--- config.mk ---
export PLATFORM = sky130hd
export DESIGN_NAME = matvec_mul_ctrl
export DESIGN_NICKNAME = d
export VERILOG_FILES = /design/src/rtl/matvec_pkg.sv /design/src/rtl/matvec_addr_gen.sv /design/src/rtl/matvec_mul_ctrl.sv
export SDC_FILE = /design/constraint.sdc
export NUM_CORES = 1
export LEC_CHECK = 0
export BUFFER_PORTS_ARGS = -buffer_cell sky130_fd_sc_hd__buf_4
export CELL_PAD_IN_SITES_DETAIL_PLACEMENT = 0
export CELL_PAD_IN_SITES_GLOBAL_PLACEMENT = 2
export CORE_MARGIN = 4
export CORE_UTILIZATION = 34
export DETAILED_ROUTE_END_ITERATION = 8
export PLACE_DENSITY = 0.95
export SYNTH_ARGS = -nofsm -noshare
export SYNTH_HDL_FRONTEND = slang
export SYNTH_HIERARCHICAL = 1
export SYNTH_SLANG_ARGS = --single-unit
--- constraint.sdc ---
create_clock -name clk -period 6.7 [get_ports clk]
set_input_delay 0 -clock clk [delete_from_list [all_inputs] [get_ports clk]]
set_output_delay 0 -clock clk [all_outputs]
set_load 0.02 [all_outputs]
--- src/rtl/matvec_pkg.sv ---
`default_nettype none
// ============================================================================
// Module      : matvec_pkg
// Description : Shared constants, FSM state encoding and rank check for the
//               matrix-vector multiply controller.
// Revision    : 1.0 - initial release
// ============================================================================
package matvec_pkg;

  // Word counts of one polynomial in each memory region.
  localparam int A_WORDS   = 52;
  localparam int S_WORDS   = 16;
  localparam int RES_WORDS = 64;

  // Legal module rank range.
  localparam int RANK_MIN = 2;
  localparam int RANK_MAX = 4;

  typedef enum logic [2:0] {
    ST_IDLE = 3'd0,
    ST_CLR  = 3'd1,
    ST_MRST = 3'd2,
    ST_WAIT = 3'd3,
    ST_READ = 3'd4,
    ST_FIN  = 3'd5
  } state_e;

  function automatic logic rank_legal(input logic [2:0] r);
    return (r >= 3'(RANK_MIN)) && (r <= 3'(RANK_MAX));
  endfunction

endpackage
`default_nettype wire

--- src/rtl/matvec_addr_gen.sv ---
`default_nettype none
// ============================================================================
// Module      : matvec_addr_gen
// Description : Combinational address arithmetic for the matvec controller.
//               a_base = (major*L + minor)*A_WORDS, where (major,minor) is
//               (row,col) or (col,row) when transposed.
//               s_base = col*S_WORDS, res_addr = row*RES_WORDS + k.
// Ports       : row_i, col_i     - current matrix indices
//               k_i              - readout word index
//               rank_i           - latched rank L
//               transpose_i      - swap row/col for A addressing
//               a_base_o, s_base_o, res_addr_o - word addresses
// Revision    : 1.0 - initial release
// ============================================================================
module matvec_addr_gen
  import matvec_pkg::*;
(
  input  logic [1:0] row_i,
  input  logic [1:0] col_i,
  input  logic [5:0] k_i,
  input  logic [2:0] rank_i,
  input  logic       transpose_i,
  output logic [9:0] a_base_o,
  output logic [5:0] s_base_o,
  output logic [7:0] res_addr_o
);

  logic [1:0] w_major;
  logic [1:0] w_minor;
  logic [3:0] w_idx;

  always_comb begin
    w_major    = transpose_i ? col_i : row_i;
    w_minor    = transpose_i ? row_i : col_i;
    // Largest index is 3*4+3 = 15, so 4 bits suffice.
    w_idx      = 4'(w_major) * 4'(rank_i) + 4'(w_minor);
    a_base_o   = 10'(w_idx) * 10'(A_WORDS);
    s_base_o   = 6'(col_i) * 6'(S_WORDS);
    res_addr_o = 8'(row_i) * 8'(RES_WORDS) + 8'(k_i);
  end

endmodule
`default_nettype wire

--- src/rtl/matvec_mul_ctrl.sv ---
`default_nettype none
// ============================================================================
// Module      : matvec_mul_ctrl
// Description : Sequences a polynomial multiplier through an LxL
//               matrix-vector product: per row it clears the accumulator,
//               runs L column products, then reads out 64 result words.
// Ports       : clk, rst          - clock, synchronous active-high reset
//               start, rank       - request and rank L (2..4)
//               transpose         - A-transposed addressing (optional)
//               mul_rst, mul_acc_clear, mul_read, mul_done - multiplier side
//               a_base, s_base    - operand word bases
//               res_we, res_addr  - result write port
//               busy, done, err   - status
// Config      : MATVEC_TRANSPOSE_EN adds the transpose input.
// Revision    : 1.0 - initial release
// ============================================================================
module matvec_mul_ctrl
  import matvec_pkg::*;
(
  input  logic       clk,
  input  logic       rst,
  input  logic       start,
  input  logic [2:0] rank,
`ifdef MATVEC_TRANSPOSE_EN
  input  logic       transpose,
`endif
  output logic       mul_rst,
  output logic       mul_acc_clear,
  output logic       mul_read,
  input  logic       mul_done,
  output logic [9:0] a_base,
  output logic [5:0] s_base,
  output logic       res_we,
  output logic [7:0] res_addr,
  output logic       busy,
  output logic       done,
  output logic       err
);

  state_e     state_q, state_d;
  logic [1:0] row_q, row_d;
  logic [1:0] col_q, col_d;
  logic [5:0] k_q, k_d;
  logic [2:0] l_q, l_d;
  logic       tr_q, tr_d;
  logic       err_q, err_d;
  // High from the second WAIT cycle on, so a mul_done left over from the
  // previous column is never taken on WAIT entry.
  logic       wait_arm_q;
  logic       w_tr_in;

`ifdef MATVEC_TRANSPOSE_EN
  assign w_tr_in = transpose;
`else
  assign w_tr_in = 1'b0;
`endif

  always_ff @(posedge clk) begin
    if (rst) begin
      state_q    <= ST_IDLE;
      row_q      <= 2'd0;
      col_q      <= 2'd0;
      k_q        <= 6'd0;
      l_q        <= 3'd0;
      tr_q       <= 1'b0;
      err_q      <= 1'b0;
      wait_arm_q <= 1'b0;
    end else begin
      state_q    <= state_d;
      row_q      <= row_d;
      col_q      <= col_d;
      k_q        <= k_d;
      l_q        <= l_d;
      tr_q       <= tr_d;
      err_q      <= err_d;
      wait_arm_q <= (state_q == ST_WAIT);
    end
  end

  always_comb begin
    state_d = state_q;
    row_d   = row_q;
    col_d   = col_q;
    k_d     = k_q;
    l_d     = l_q;
    tr_d    = tr_q;
    err_d   = 1'b0;
    case (state_q)
      ST_IDLE: begin
        if (start) begin
          if (rank_legal(rank)) begin
            l_d     = rank;
            tr_d    = w_tr_in;
            row_d   = 2'd0;
            col_d   = 2'd0;
            k_d     = 6'd0;
            state_d = ST_CLR;
          end else begin
            err_d = 1'b1;
          end
        end
      end
      ST_CLR:  state_d = ST_MRST;
      ST_MRST: state_d = ST_WAIT;
      ST_WAIT: begin
        if (wait_arm_q && mul_done) begin
          if ({1'b0, col_q} < (l_q - 3'd1)) begin
            col_d   = col_q + 2'd1;
            state_d = ST_MRST;
          end else begin
            k_d     = 6'd0;
            state_d = ST_READ;
          end
        end
      end
      ST_READ: begin
        k_d = k_q + 6'd1;
        if (k_q == 6'(RES_WORDS - 1)) begin
          k_d = 6'd0;
          if ({1'b0, row_q} < (l_q - 3'd1)) begin
            row_d   = row_q + 2'd1;
            col_d   = 2'd0;
            state_d = ST_CLR;
          end else begin
            state_d = ST_FIN;
          end
        end
      end
      ST_FIN:  state_d = ST_IDLE;
      default: state_d = ST_IDLE;
    endcase
  end

  assign mul_acc_clear = (state_q == ST_CLR);
  assign mul_rst       = (state_q == ST_MRST);
  assign mul_read      = (state_q == ST_READ);
  assign res_we        = (state_q == ST_READ);
  assign busy          = (state_q != ST_IDLE);
  assign done          = (state_q == ST_FIN);
  assign err           = err_q;

  matvec_addr_gen u_addr_gen (
    .row_i       (row_q),
    .col_i       (col_q),
    .k_i         (k_q),
    .rank_i      (l_q),
    .transpose_i (tr_q),
    .a_base_o    (a_base),
    .s_base_o    (s_base),
    .res_addr_o  (res_addr)
  );

endmodule
`default_nettype wire

Word-level counts from Yosys, hierarchy flattened

Cells that the tools add are included.

Register bits after elaboration: 18
Input bits: 7
Output and inout bits: 31
Word-level logic and storage cells: 70

$add $sub $neg: 6
Multiply operators: 2
Magnitude comparators: 4
Equality and inequality tests: 13
Multiplexer cells: 24
Bitwise operators: 2
Reduce and logical (&&, ||, !) cells: 12

Operator list:

| operator            | count |
|---|---|
| $mux 6              | 5 |
| $mux 3              | 6 |
| $pmux 6 s3          | 1 |
| $mux 2              | 8 |
| $pmux 3 s5          | 1 |
| $reduce_and 5->1    | 2 |
| $add 8x6->8         | 1 |
| $mul 4x4->8 const B | 1 |
| $ne 2x1->1 const B  | 4 |
| $reduce_and 7->1    | 1 |
| $add 6x1->6 const B | 1 |
| $eq 3x2->1 const B  | 2 |
| $eq 3x3->1 const B  | 2 |
| $eq 6x6->1 const B  | 1 |
| $lt 2x3->1          | 2 |
| $ne 2x2->1 const B  | 3 |
| $pmux 2 s3          | 1 |
| $reduce_bool 3->1   | 2 |
| $add 2x1->2 const B | 2 |
| $add 4x2->4         | 1 |
| $mul 2x3->4         | 1 |
| $pmux 2 s2          | 1 |
| $reduce_and 4->1    | 1 |
| $eq 3x1->1 const B  | 1 |
| 10 further kinds    | 12 |

Longest topological paths before layout

Depth in word-level cells: 5
Depth in mapped cells: 16
Mapped depth without buffers: 16

Modules after synthesis

Netlist, hierarchy kept.

Modules (own cells, without submodules):

| module          | instances | cells an instance | area each (um2) | seq. area each (um2) |
|---|---|---|---|---|
| matvec_mul_ctrl | 1         | 125               | 1086.0          | 360.3 |
| matvec_addr_gen | 1         | 64                | 570.5           | 0.0 |

Worst setup path after synthesis

No wires, ideal clock.

Path type: reg-to-output
From: reg row_q[1]
To: out a_base[9]
Arrival: 3.657 ns
Data required time: 6.700 ns
Path slack: 3.043 ns
Cell stages (with the launch flop): 16
Buffers on the path: 0
Cell sequence: dfxtp_1 mux2_4 nand2_1 fa_1 inv_1 ha_1 inv_1 fa_1 inv_1 ha_1 ha_1 inv_1 fa_1 nand2b_1 a21oi_1 xor2_1

Word-level cells in the longest chain between the ends: 3

Ends and longest elaborated chain:

| element                  | line                  | text |
|---|---|---|
| start: declaration       | matvec_mul_ctrl.sv:41 | `logic [1:0] row_q, row_d;` |
| start signal: assignment | matvec_mul_ctrl.sv:70 | `row_q <= row_d;` |
| $mul 2x3->4              | matvec_addr_gen.sv:36 | `w_idx = 4'(w_major) * 4'(rank_i) + 4'(w_minor);` |
| $add 4x2->4              | matvec_addr_gen.sv:36 |  |
| $mul 4x4->8              | matvec_addr_gen.sv:37 | `a_base_o = 10'(w_idx) * 10'(A_WORDS);` |
| end: declaration         | matvec_mul_ctrl.sv:31 | `output logic [9:0] a_base,` |

No other way between the ends.

Worst setup path after layout

Same ends and word-level chain as after synthesis.

==> flow_summary.toml <==
[global_route]
antenna_found_initial = 0
grt_overflow = 0
grt_pass1_vias = 1322
grtUsageTotal = 0.112
grt_max_degree = 23
grt_pass1_wl_microns = 5700

[placed_design]
routabilityCongestion = 0.736
dp_hpwl_microns = 2570
pre_cts_ws_ns = 2.87
numPortBuffers = 31

[cts]
clock_path_buffers = 2
cts_setup_buffers = 0
insertion_delay_ns = 0.25
clock-sinks = 18
root_buffer = "clkbuf_8"
path_clk_slew_ns = 0.07
numCtsBuffers = 3
tritoncts = "built"
h-tree-depth = 1
cts_resized = 0
cts-hold-fix-buffers = 0

[sta]
hold_violations = 0
fin_crit_ns = 4.08
worst_slack_ns = 2.62
setup_viol = 0
skew_ns = 0.00337
slew_viol_final = 0
fmax_ghz = 0.245
period_share = 0.608
setup_tns_ns = 0
rsz0062_at_grt = "false"

[worst_hold_path]
min_to = "l_q[0]$_SDFFE_PP0P_"
min_from = "rank[0]"
hold_depth = 3
min_path_type = "in2reg"

[finish]
fillers = 470
nets = 238
areaGrowthSynthToFinish_pct = 14.4
antenna_cells = 0
drive_above_1_share = 0.257

[logic_synthesis]
synth_cell_types = 56
syn_inst = 189
yosysMostFrequentCell = "dfxtp_1"
yosys.area.top_type = "dfxtp_1"
ys_top_cells_by_area = "dfxtp_1 (22%), ha_1 (13%), buf_4 (7.7%)"
synthesis.area_sq_mm = 0.00166
synth_ff_type = "dfxtp_1"
synth-seq-cells = 18
synth_top_area_frac = 0.218
avgSynthCellArea_sq_um = 8.77
synth-edff-count = 0
synthArstFlopShare = 0
yosysWarnings = 6
seq_area_frac_synth = 0.218
synthTopCellsByCount = "dfxtp_1 (18), buf_4 (17), ha_1 (17)"

[setup_path]
max_stage_delay_ns = 0.54
rr_worst_depth = 7
required_ns = 6.70
startpoint_type = "flip-flop"
r2r_slack_ns = 4.65
crit_arrival_ns = 4.08
crit_top_cell = "inv_1"
crit_path_start = "row_q[1]$_SDFFE_PP0P_"
rr_endpoint = "col_q[0]$_SDFFE_PP0P_"
cp-end-kind = "primary output"
cp_slowest_cell = "fa_1"
cp_max_fo = 7
r2r_start = "l_q[0]$_SDFFE_PP0P_"
worstSetupPathType = "reg2out"
path_cells = "mux2_4 > nand2_1 > fa_1 > inv_1 > ha_1 > inv_1 > fa_1 > inv_1 > ha_1 > ha_1 > inv_1 > fa_1 > nand2b_1 > a21oi_1 > xor2_1 > buf_4"

[die]
initial_core_util = 0.351
io_pins = 38
rows = 25
die_h_microns = 77.8
chipWidth_microns = 77.8
dieArea_sq_mm = 0.00605
core-area_sq_mm = 0.00472

[detailed_routing]
drt_first_pass_iters = 4
via_count = 1324
finalWirelength_microns = 3260
wl_per_cell_microns = 11.8
drc = 0
vias_per_cell = 4.78
postRouteAntennaNets = 0
first_iter_violations = 105

[power]
leakagePower_uw = 0.000904
finalPower_uw = 278
pwr_density_cell_mw_per_mm2 = 147
ir_drop_uv = 75.9

[outcome]
status = "finished clean"

[flow_run]
maxCapViolCount = 0
==> flip-flops by register name (all words and copies together), names as in the netlist <==
name and flops:
state_q 3, err 1, wait_arm_q 1, col_q 2, row_q 2, k_q 6, l_q 3
==> worst max-delay path by stage <==
stage          cells after the start  slack (ns)         to
2_1_floorplan                     15        3.04  a_base[9]
3_3_place_gp                      16        3.01  a_base[9]
3_5_place_dp                      16        2.87  a_base[9]
4_1_cts                           16        2.58  a_base[9]
5_1_grt                           17        2.31  a_base[9]
6_report                          16        2.62  a_base[9]
==> cell families (layout without fill, tap and decap cells) <==
| group | Yosys count | count (layout) | share of synthesized area |
|---|---|---|---|
| multiplexers | 6 | 6 | 0.0415 |
| flip-flops | 18 | 18 | 0.218 |
| XOR/XNOR | 7 | 7 | 0.0415 |
| other | 2 | 10 | 0.00453 |
| adder cells (fa/ha/maj) | 20 | 20 | 0.165 |
| AND/OR/NAND/NOR | 60 | 60 | 0.230 |
| AO/OA/AOI/OAI | 42 | 42 | 0.175 |
| buffers and inverters | 34 | 47 | 0.125 |
==> per-stage QoR <==
| step | instances | area [sq um] | utilization | hold WS [ns] |
|---|---|---|---|---|
| 2_1_floorplan | 197 | 1690 | - | 0.140 |
| 3_3_place_gp | 273 | 1840 | 0.390 | 0.284 |
| 3_5_place_dp | 273 | 1840 | 0.390 | 0.285 |
| 4_1_cts | 277 | 1900 | 0.401 | 0.0139 |
| 5_1_grt | 277 | 1900 | 0.401 | 0.0572 |
| 6_report | 277 | 1900 | 0.401 | 0.0184 |
==> placed cells by master (no fill, tap or decap), types with 3 or more instances in the layout <==
cell type,synthesis,layout
inv_1,12,12
xnor2_1,4,4
nor2b_1,3,3
dfxtp_1,18,18
a21oi_1,13,13
conb_1,2,10
nor2_1,11,11
ha_1,17,17
nand2b_1,7,7
buf_4,17,31
nand2_1,11,11
o21ai_0,5,5
nor3b_1,5,5
fa_1,3,3
nor3_1,3,3
mux2_2,3,3
a21o_1,4,4
clkbuf_8,0,4
==> power breakdown <==
part           leakage, uW  switching, uW  internal (uW)
registers         0.000146           10.0            112
clock network    0.0000288           37.8           52.2
logic             0.000730           36.1           29.7
==> critical path, delay by kind of cell, from the launching register on <==
kind,cells,cell delay [ns]
AO/OA/AOI/OAI,1,0.15
XOR/XNOR,1,0.16
adder cells (fa/ha/maj),6,2.16
buffers and inverters,5,0.43
flip-flops,1,0.44
multiplexers,1,0.22
AND/OR/NAND/NOR,2,0.25
==> layout make-up <==
cell class	count	area (sq um)	share of cell area
Timing Repair Buffer	31	233	0.123
Sequential cell	18	360	0.190
Inverter	12	45.0	0.0238
Clock buffer	4	55.1	0.0290
Tap cell	67	83.8	0.0442
Multi-Input combinational cell	145	1120	0.590
==> layer usage <==
layer	share of wire	GRT usage	wire length, microns
met1	0.52	0.155	1680
met2	0.43	0.180	1420
met3	0.041	0.0116	133
met4	0.0095	0.0409	31
met5	0	0	0
Power figures use the tool's default switching activity.
